==> src/rtl/logic_operand_stage.sv <==
// Operand-latch stage for the scalar logic unit: two-entry skid buffer with
// write-back forwarding applied on capture and to every held entry.
module logic_operand_stage #(
  parameter int WIDTH = 32,
  parameter int REGW  = 5
) (
  input  logic             clk,
  input  logic             resetn,
  input  logic             in_valid,
  output logic             in_ready,
  input  logic [WIDTH-1:0] in_opA,
  input  logic [WIDTH-1:0] in_opB,
  input  logic [REGW-1:0]  in_rsA,
  input  logic [REGW-1:0]  in_rsB,
  input  logic [1:0]       in_op,
  input  logic [REGW-1:0]  in_dst,
  input  logic             fwd_valid,
  input  logic [REGW-1:0]  fwd_reg,
  input  logic [WIDTH-1:0] fwd_data,
  input  logic             flush,
  output logic             out_valid,
  input  logic             out_ready,
  output logic [WIDTH-1:0] out_opA,
  output logic [WIDTH-1:0] out_opB,
  output logic [1:0]       out_op,
  output logic [REGW-1:0]  out_dst
);

  logic             main_valid, skid_valid;
  logic [WIDTH-1:0] main_opa, main_opb, skid_opa, skid_opb;
  logic [REGW-1:0]  main_rsa, main_rsb, skid_rsa, skid_rsb;
  logic [REGW-1:0]  main_dst, skid_dst;
  logic [1:0]       main_op, skid_op;

  logic             main_valid_nxt, skid_valid_nxt;
  logic [WIDTH-1:0] main_opa_nxt, main_opb_nxt, skid_opa_nxt, skid_opb_nxt;
  logic [REGW-1:0]  main_rsa_nxt, main_rsb_nxt, skid_rsa_nxt, skid_rsb_nxt;
  logic [REGW-1:0]  main_dst_nxt, skid_dst_nxt;
  logic [1:0]       main_op_nxt, skid_op_nxt;

  logic             fire, accept;
  logic [WIDTH-1:0] cap_opa, cap_opb;
  logic [WIDTH-1:0] main_opa_f, main_opb_f, skid_opa_f, skid_opb_f;

  // Register 0 means "no register" and must never pick up a forwarded value.
  function automatic logic fwd_hit(input logic [REGW-1:0] rs,
                                   input logic            fv,
                                   input logic [REGW-1:0] fr);
    return fv && (rs != '0) && (rs == fr);
  endfunction

  assign in_ready  = ~skid_valid;
  assign out_valid = main_valid;
  assign out_opA   = main_opa;
  assign out_opB   = main_opb;
  assign out_op    = main_op;
  assign out_dst   = main_dst;

  assign fire   = main_valid & out_ready;
  assign accept = in_valid & ~skid_valid;

  assign cap_opa    = fwd_hit(in_rsA,   fwd_valid, fwd_reg) ? fwd_data : in_opA;
  assign cap_opb    = fwd_hit(in_rsB,   fwd_valid, fwd_reg) ? fwd_data : in_opB;
  assign main_opa_f = fwd_hit(main_rsa, fwd_valid, fwd_reg) ? fwd_data : main_opa;
  assign main_opb_f = fwd_hit(main_rsb, fwd_valid, fwd_reg) ? fwd_data : main_opb;
  assign skid_opa_f = fwd_hit(skid_rsa, fwd_valid, fwd_reg) ? fwd_data : skid_opa;
  assign skid_opb_f = fwd_hit(skid_rsb, fwd_valid, fwd_reg) ? fwd_data : skid_opb;

  always_comb begin
    main_valid_nxt = main_valid;
    main_opa_nxt   = main_opa;
    main_opb_nxt   = main_opb;
    main_rsa_nxt   = main_rsa;
    main_rsb_nxt   = main_rsb;
    main_op_nxt    = main_op;
    main_dst_nxt   = main_dst;
    skid_valid_nxt = skid_valid;
    skid_opa_nxt   = skid_opa;
    skid_opb_nxt   = skid_opb;
    skid_rsa_nxt   = skid_rsa;
    skid_rsb_nxt   = skid_rsb;
    skid_op_nxt    = skid_op;
    skid_dst_nxt   = skid_dst;

    if (flush) begin
      main_valid_nxt = 1'b0;
      skid_valid_nxt = 1'b0;
    end else if (!main_valid || fire) begin
      // The departing main entry is not forwarded; only what remains is.
      if (skid_valid) begin
        main_valid_nxt = 1'b1;
        main_opa_nxt   = skid_opa_f;
        main_opb_nxt   = skid_opb_f;
        main_rsa_nxt   = skid_rsa;
        main_rsb_nxt   = skid_rsb;
        main_op_nxt    = skid_op;
        main_dst_nxt   = skid_dst;
        skid_valid_nxt = 1'b0;
      end else if (accept) begin
        main_valid_nxt = 1'b1;
        main_opa_nxt   = cap_opa;
        main_opb_nxt   = cap_opb;
        main_rsa_nxt   = in_rsA;
        main_rsb_nxt   = in_rsB;
        main_op_nxt    = in_op;
        main_dst_nxt   = in_dst;
      end else begin
        main_valid_nxt = 1'b0;
      end
    end else begin
      main_opa_nxt = main_opa_f;
      main_opb_nxt = main_opb_f;
      if (skid_valid) begin
        skid_opa_nxt = skid_opa_f;
        skid_opb_nxt = skid_opb_f;
      end else if (accept) begin
        skid_valid_nxt = 1'b1;
        skid_opa_nxt   = cap_opa;
        skid_opb_nxt   = cap_opb;
        skid_rsa_nxt   = in_rsA;
        skid_rsb_nxt   = in_rsB;
        skid_op_nxt    = in_op;
        skid_dst_nxt   = in_dst;
      end
    end
  end

  always_ff @(posedge clk or negedge resetn) begin
    if (!resetn) begin
      main_valid <= 1'b0;
      main_opa   <= '0;
      main_opb   <= '0;
      main_rsa   <= '0;
      main_rsb   <= '0;
      main_op    <= '0;
      main_dst   <= '0;
      skid_valid <= 1'b0;
      skid_opa   <= '0;
      skid_opb   <= '0;
      skid_rsa   <= '0;
      skid_rsb   <= '0;
      skid_op    <= '0;
      skid_dst   <= '0;
    end else begin
      main_valid <= main_valid_nxt;
      main_opa   <= main_opa_nxt;
      main_opb   <= main_opb_nxt;
      main_rsa   <= main_rsa_nxt;
      main_rsb   <= main_rsb_nxt;
      main_op    <= main_op_nxt;
      main_dst   <= main_dst_nxt;
      skid_valid <= skid_valid_nxt;
      skid_opa   <= skid_opa_nxt;
      skid_opb   <= skid_opb_nxt;
      skid_rsa   <= skid_rsa_nxt;
      skid_rsb   <= skid_rsb_nxt;
      skid_op    <= skid_op_nxt;
      skid_dst   <= skid_dst_nxt;
    end
  end

endmodule
==> config.mk <==
export PLATFORM = sky130hd
export DESIGN_NAME = logic_operand_stage
export DESIGN_NICKNAME = d
export VERILOG_FILES = /design/src/rtl/logic_operand_stage.sv
export SDC_FILE = /design/constraint.sdc
export NUM_CORES = 1
export LEC_CHECK = 0
export CAP_MARGIN = 20
export CORE_MARGIN = 2
export CORE_UTILIZATION = 45
export DETAILED_ROUTE_END_ITERATION = 6
export PLACE_DENSITY_LB_ADDON = 0.05
export SETUP_SLACK_MARGIN = 0.4
export SYNTH_ARGS = -nofsm -noshare
export SYNTH_HDL_FRONTEND = slang
export SYNTH_SLANG_ARGS = --single-unit
==> constraint.sdc <==
create_clock -name clk -period 2.3 [get_ports clk]
set_input_delay 0.345 -clock clk [delete_from_list [all_inputs] [get_ports clk]]
set_output_delay 0.345 -clock clk [all_outputs]
set_load 0.02 [all_outputs]
After elaboration in Yosys (flattened, before gate mapping)
Index checks and enable logic that the tools add are counted.
- equal/unequal tests: 7
- mux-type cells: 26
- bitwise logic cells: 5
- reduce and logical (&&, ||, !) cells: 29
- operators with widths (kind ; count):
    two-way mux 32 bit ; 12
    == test 5 bit ; 6
    two-way mux 5 bit ; 6
    nonzero test 5 bit ; 6
    logical AND 1 bit ; 12
    AND reduction 3 bit ; 4
    nonzero test 2 bit ; 4
    two-way mux 1 bit ; 6
    two-way mux 2 bit ; 2
    AND reduction 4 bit ; 1
    inequality test 3 bit, second input constant ; 1
    inverter 1 bit ; 3
    AND 1 bit ; 2
    logical NOT 1 bit ; 1
    logical OR 1 bit ; 1
- logic and storage cells: 81
- bits in registers: 164
- bits of input ports: 124
- output and inout port bits: 73

Depth between registers and ports, before layout
Gate-level depths: netlist (run 1).
- word-level depth: 7
- gate-level depth with buffers: 9
- mapped depth without buffers: 6

Least setup slack after synthesis (run 1)
Ideal clock, no wire load.
- kind: register -> register
- from: register main_valid, in the netlist out_valid
- to: register main_opa[10], in the netlist out_opA[10]
- data required time: 2.166 ns
- cell stages (with the launch flop): 8
- setup slack: 0.353 ns
- setup time: 0.134 ns
- path buffers: 2
- period minus slack after synthesis: 1.947 ns
- arrival time: 1.813 ns
- cells stage by stage: dfrtp_1 nand2b_1 a211o_1 or4_1 buf_2 buf_6 o32ai_1 a21oi_1
- longest elaborated chain between the ends: 4
- elaborated cells between the ends (all ways): 7
- those cells by class: 1 x eq/ne; 1 x mux; 1 x bitwise; 4 x reduce/logical
- RTL lines (item ; line ; text):
    from (decl) ; 29 ; logic main_valid, skid_valid;
    from (signal assigned) ; 145 ; main_valid <= main_valid_nxt;
    AND 1 bit / logical NOT 1 bit (equally long branches) ; 59, 88 ;
    logical OR 1 bit (*) ; 88 ; end else if (!main_valid || fire) begin
    inequality test 3 bit (no source line) / nonzero test 2 bit (equally long branches) ; - ;
    AND reduction 3 bit (no source line) ; - ;
    to (signal assigned) ; 146 ; main_opa <= main_opa_nxt;
    to (decl) ; 30 ; logic [WIDTH-1:0] main_opa, main_opb, skid_opa, skid_opb;
Mark *: on every way between the ends. The rest lies on a longest branch, timed or not.
A chain may end at the register's enable or synchronous reset.

Worst setup path after layout (run 1)
- from: register skid_rsa[3]
- to: register skid_opa[12]
- longest elaborated chain between the ends: 5
- elaborated cells between the ends (all ways): 6
- those cells by class: 1 x eq/ne; 2 x mux; 3 x reduce/logical
- RTL lines (item ; line ; text):
    from (decl) ; 31 ; logic [REGW-1:0] main_rsa, main_rsb, skid_rsa, skid_rsb;
    from (signal assigned) ; 155 ; skid_rsa <= skid_rsa_nxt;
    nonzero test 5 bit ; 49 ; return fv && (rs != '0) && (rs == fr);
    logical AND 1 bit ; 49 ;
    logical AND 1 bit (*) ; 49 ;
    two-way mux 32 bit (*) ; 66 ; assign skid_opa_f = fwd_hit(skid_rsa, fwd_valid, fwd_reg) ? fwd_data : skid_opa;
    two-way mux 32 bit (*) ; 113 ; if (skid_valid) begin
    to (signal assigned) ; 153 ; skid_opa <= skid_opa_nxt;
    to (decl) ; 30 ;
Marked as above.

==> results of run 1 <==
==> stage by stage <==
stage	utilization [%]	hold slack, ns	total power, mW	cell area (um^2)
global placement	61.62	0.3402	6.515	11560
CTS	66.85	0.3867	9.585	12550
global route	72.92	0.4082	10.33	13690
floorplan	-	0.04941	5.169	8661
detailed placement	61.62	0.3399	6.570	11560
finish	72.92	0.3884	9.922	13690
==> critical path, cell delays in order (launching register included) <==
cell	delay (ns)
dfrtp_1	0.43
nor4_1	0.31
buf_4	0.18
o21ai_4	0.10
and4b_4	0.24
buf_12	0.14
clkbuf_16	0.16
o21ai_1	0.20
a21oi_1	0.10
==> synthesized netlist by cell type <==
cell,number
a2111o_1,1
a2111oi_0,64
a211o_1,1
a211oi_2,1
a21oi_1,86
a222oi_1,1
a22oi_1,31
a31oi_1,96
and2_1,3
and3_1,1
and3b_1,1
and4_1,1
and4b_1,1
buf_1,3
buf_2,23
buf_4,1
buf_6,3
clkbuf_1,63
dfrtp_1,164
inv_1,2
inv_2,1
mux2_2,17
mux2i_1,17
nand2_1,40
nand2b_1,1
nand3_1,2
nand4_1,2
nor2_1,119
nor2b_1,1
nor3_1,3
nor3_2,1
nor4_1,5
o21ai_0,36
o21ai_1,32
o31a_1,1
o32ai_1,64
o41ai_1,1
or2_1,2
or2_2,1
or4_1,3
xnor2_1,13
xor2_1,11
==> worst min-delay path by stage <==
stage	from	endpoint	slack (ns)
after CTS	in_rsA[4]	skid_rsa[4]	0.39
after detailed placement	resetn	skid_opb[6]	0.34
after global placement	resetn	out_opB[6]	0.34
after floorplan	resetn	main_rsa[0]	0.05
final	out_ready	out_valid	0.39
after global routing	in_rsA[4]	skid_rsa[4]	0.41
==> power breakdown <==
group | internal, mW | switching (mW) | total [mW] | leakage, nW
Clock | 1.67 | 1.27 | 2.94 | 0.287
Combinational | 1.54 | 1.47 | 3.01 | 2.84
Sequential | 3.51 | 0.458 | 3.97 | 1.85
Total | 6.73 | 3.20 | 9.92 | 4.98
==> routing by layer <==
layer | vias to the layer above | part of all wire, %
met5 | - | 0
met4 | 0 | 2.9
met3 | 81 | 8.4
met2 | 471 | 46
met1 | 4581 | 42
li1 | 4066 | -
==> what timing repair did <==
item,in CTS,in global routing
hold endpoints to repair,45,0
cloned,1,10
pin swaps,3,45
setup buffers,2,9
resized for setup,136,186
hold buffers,1,0
setup endpoints to repair,129,127
==> logic make-up (layout without fill, tap and decap cells) <==
family,after synthesis,count (layout),synth area share (%)
AOI/OAI and AO/OA,415,415,32.17
muxes,34,34,4.176
DFF,164,164,47.40
and+or+nand+nor,187,187,9.032
xor gates and xnor gates,24,24,2.428
buffers and inverters,96,341,4.798
==> final cells by class <==
class	instances	area (um^2)	share of cell area, %
Timing Repair Buffer	307	3349	24.47
Sequential cell	164	4108	30.01
Multi-Input combinational cell	660	5325	38.91
Clock inverter	12	145.1	1.061
Tap cell	234	292.8	2.139
Clock buffer	19	452.9	3.310
Inverter	3	12.51	0.09142
==> state kept, by name (all words and copies together), names as in the netlist <==
register / cells
skid_valid: 1
skid_dst: 5
main_rsa: 5
skid_opa: 32
out_dst: 5
skid_rsa: 5
out_opB: 32
out_op: 2
skid_rsb: 5
main_rsb: 5
skid_op: 2
skid_opb: 32
out_valid: 1
out_opA: 32
==> flow_summary_export.csv, run 1 <==
group,metric,value,unit
setup_path,arrival,2.30,ns
timing,fin_ws,0.3017,ns
clock_network,cts_tree,"built",
global_route,antenna_found_initial,0,
layout,fin_cells,1399,
power,leakage,4.979,nW
layout,antenna_cells,0,
logic_synthesis,synth.top_cells.by_area,"dfrtp_1, a31oi_1, a2111oi_0",
route,routed_wl,32260,um
timing,tightest_slew,0.5367,ns
setup_path,path_max_fanout,5,
setup_path,path_class,"register to register",
floorplanning,start_util,46.13,%
logic_synthesis,yosysTopAreaCell,"dfrtp_1",
place,dp_hpwl,19290,um
layout,drive_gt1_share,27.90,%
power,vdd_drop_max,0.5820,mV
timing,period_share,86.88,%
status,status,"completed",
timing,final_hold_viol_count,0,
logic_synthesis,yosysUniqueCellTypes,42,
place,dp.cells,1345,
place,dpl_worst_slack,-0.4218,ns
setup_path,ff2ff_path_depth,8,
power,pwr_density_cell,725.0,nW/um^2
logic_synthesis,synth_top_area_share,47.40,%
logic_synthesis,syn_inst,920,
layout,final_common_cell,"clkdlybuf4s50_1",
layout,fin_nets,1277,
route,ant_nets,0,
clock_network,cts_num_sinks,164,
floorplanning,rows,50,
route,via_per_inst,6.575,
timing,slew_headroom,64.22,%
floorplanning,io_pins,197,
route,drtIter0Drc,847,
clock_network,cts_buffers,17,
setup_path,cp.required,2.60,ns
timing,post-route-min-period,1.998,ns
timing,tns,0,ns
setup_path,end_kind,"register",
floorplanning,dieArea,20370,um^2
route,via_count,9199,
global_route,top_usage_layer,"met2",
global_route,grt_max_degree,61,
logic_synthesis,netlist_area,8658,um^2
route,wire_per_inst,23.06,um
layout,area_growth,58.06,%
clock_network,clk_path_buf_depth,2,
setup_path,endpoint,"skid_opa[12]",
worst_hold_path,holdCritPathClass,"input pin to register",
global_route,grt_first_pass_wirelength,47140,um
place,port_buffers,196,
logic_synthesis,synth.avg_cell_area,9.411,um^2
logic_synthesis,syn_nets,1044,
timing,fmax,0.5004,GHz
clock_network,root_buffer,"clkbuf_16",
logic_synthesis,ys_seq_area_share,47.40,%
logic_synthesis,synth_seq_cells,164,
clock_network,cts_max_level,4,
logic_synthesis,yosysWarnings,0,
flow_run,max_cap_viol_count,0,
route,drc_errors,0,
worst_hold_path,worstHoldPathCells,4,
timing,rsz0062_at_grt,"true",
setup_path,cp-start-kind,"register",
setup_path,timing.rr.start,"skid_rsa[3]",
clock_network,clk_pin_slew_worst_paths,0.07,ns
clock_network,clk_latency,0.43,ns
floorplanning,core-area,18770,um^2
global_route,met2_usage,47.01,%
setup_path,r2r-end,"skid_opa[12]",
layout,fill_cells,1329,
global_route,grt_pass1_vias,8856,
timing,slew_violations,0,
global_route,grt_usage,29.55,%
setup_path,reg2reg_slack,0.30,ns
floorplanning,die_y,142.7,um
global_route,grt_util_met1,40.21,%
global_route,gr-total-overflow,0,
setup_path,crit_start,"skid_rsa[3]",
global_route,gr-usage-met3,5.801,%
floorplanning,die_x,142.7,um
route,drt_pass1_iterations,5,
layout,layout_common_cells,"clkdlybuf4s50_1, dfrtp_1, nor2_1",
timing,finalClockSkew,0.01055,ns
timing,setup_violations,0,
place,gp_congestion,0.8579,
Note: power is estimated with default switching activity, not from simulation.
==> inputs of run 2 (changes only) <==
- CAP_MARGIN: 20 -> default
- SKIP_CTS_REPAIR_TIMING: default -> 1
==> run 2 against run 1 <==
Effect of this change:
- worst hold slack lost 0.10 ns
- utilization grew 2.1 points
- worst setup slack lost 0.046 ns
- count of clock-buffer cells in the layout did not move
- clock power about the same
- sequential power about the same
- critical endpoint is now out_opB[31]
==> flow_summary_export.csv, run 2 (same netlist as run 1, synthesis figures left out) <==
group,metric,value,unit
status,status,"completed",
floorplanning,io_pins,197,
route,via_count,9362,
global_route,grt_first_pass_wirelength,46100,um
place,port_buffers,196,
floorplanning,start_util,46.13,%
setup_path,cp-start-kind,"register",
setup_path,cp.required,2.59,ns
place,dp_hpwl,19290,um
place,placedInstanceArea,11560,um^2
setup_path,path_max_fanout,7,
layout,drive_gt1_share,31.38,%
setup_path,reg2reg_slack,0.26,ns
timing,tns,0,ns
route,via_per_inst,6.640,
layout,area_growth,62.67,%
power,power,10.00,mW
route,drtIter0Drc,1113,
floorplanning,die_y,142.7,um
clock_network,clk_pin_slew_worst_paths,0.07,ns
floorplanning,core-area,18770,um^2
timing,slew_violations,0,
route,drt_pass1_iterations,5,
clock_network,cts_tree,"built",
clock_network,cts_max_level,4,
clock_network,clk_path_buf_depth,2,
layout,fin_nets,1288,
global_route,grt_usage,28.90,%
global_route,grt_max_degree,61,
floorplanning,rows,50,
global_route,grt_pass1_vias,8585,
route,ant_nets,0,
layout,layout_common_cells,"clkdlybuf4s50_1, dfrtp_1, nor2_1",
layout,fin_cells,1410,
place,dp.cells,1345,
setup_path,r2r-end,"out_opB[31]",
worst_hold_path,worstHoldPathCells,2,
timing,final_hold_viol_count,0,
place,gp_congestion,0.8579,
route,routed_wl,33690,um
clock_network,cts_buffers,17,
timing,fmax,0.4891,GHz
clock_network,cts_num_sinks,164,
flow_run,max_cap_viol_count,0,
floorplanning,die_x,142.7,um
clock_network,root_buffer,"clkbuf_16",
route,drc_errors,0,
layout,fin_util,75.05,%
layout,final_common_cell,"clkdlybuf4s50_1",
route,wire_per_inst,23.89,um
power,vdd_drop_max,0.5846,mV
layout,antenna_cells,0,
timing,tightest_slew,0.5005,ns
setup_path,arrival,2.33,ns
power,pwr_density_cell,710.2,nW/um^2
setup_path,path_class,"register to register",
global_route,gr-total-overflow,0,
timing,setup_violations,0,
timing,slew_headroom,65.77,%
timing,finalClockSkew,0.009474,ns
worst_hold_path,holdCritPathClass,"input pin to register",
layout,final_cell_area,14080,um^2
worst_hold_path,min_from,"in_rsA[4]",
worst_hold_path,worst_hold_path.endpoint,"skid_rsa[4]",
layout,fill_cells,1302,
setup_path,ff2ff_path_depth,7,
timing,post-route-min-period,2.044,ns
floorplanning,dieArea,20370,um^2
setup_path,end_kind,"register",
clock_network,clk_latency,0.43,ns
global_route,antenna_found_initial,1,
setup_path,timing.rr.start,"skid_valid",
power,leakage,5.215,nW
timing,period_share,88.89,%
timing,rsz0062_at_grt,"true",
-- run 2: power breakdown --
group / switching (mW) / internal [mW]
registers: 0.464 / 3.51
logic: 1.51 / 1.57
clock network: 1.27 / 1.67
total: 3.25 / 6.75
-- run 2: cell type report --
class / instances / area (um^2) / share of cell area (%)
clock inverter: 12 / 145.1 / 1.030
inverter: 3 / 12.51 / 0.08883
clock buffer: 19 / 452.9 / 3.216
multi-input combinational: 660 / 5446 / 38.67
timing repair buffer: 318 / 3627 / 25.75
sequential: 164 / 4108 / 29.16
tap: 234 / 292.8 / 2.079
-- run 2: critical path: stages (launching register included) --
cell,delay (ns)
dfrtp_2,0.38
nor2_2,0.05
a211o_1,0.33
buf_6,0.12
a2111o_2,0.56
clkbuf_16,0.22
o32ai_1,0.14
a21oi_1,0.09
-- run 2: worst max-delay path by stage --
stage          cells after the start       start  slack (ns)          end
6_report                           7  skid_valid        0.26  out_opB[31]
5_1_grt                            7  skid_valid        0.20  out_opB[31]
4_1_cts                            4  skid_valid       -0.01     in_ready
3_5_place_dp                       7  fwd_reg[3]       -0.42  out_opA[26]
3_3_place_gp                       8  fwd_reg[2]       -0.24  out_opB[23]
2_1_floorplan                      8   fwd_valid        0.41  out_opA[10]
-- run 2: stage by stage --
step | setup WS [ns] | hold slack (ns)
2_1_floorplan | 0.4080 | 0.04941
3_3_place_gp | -0.2423 | 0.3402
3_5_place_dp | -0.4218 | 0.3399
4_1_cts | -0.009909 | -0.1212
5_1_grt | 0.1955 | 0.2868
6_report | 0.2556 | 0.2872
-- run 2: routing by layer --
metal,wire length (um),vias to the layer above,GRT usage (%),share of wire (%)
li1,-,4106,-,-
met1,13940,4630,39.67,41
met2,15920,532,45.93,47
met3,2848,92,6.070,8.5
met4,970,2,9.432,2.9
met5,13,-,0,0.039
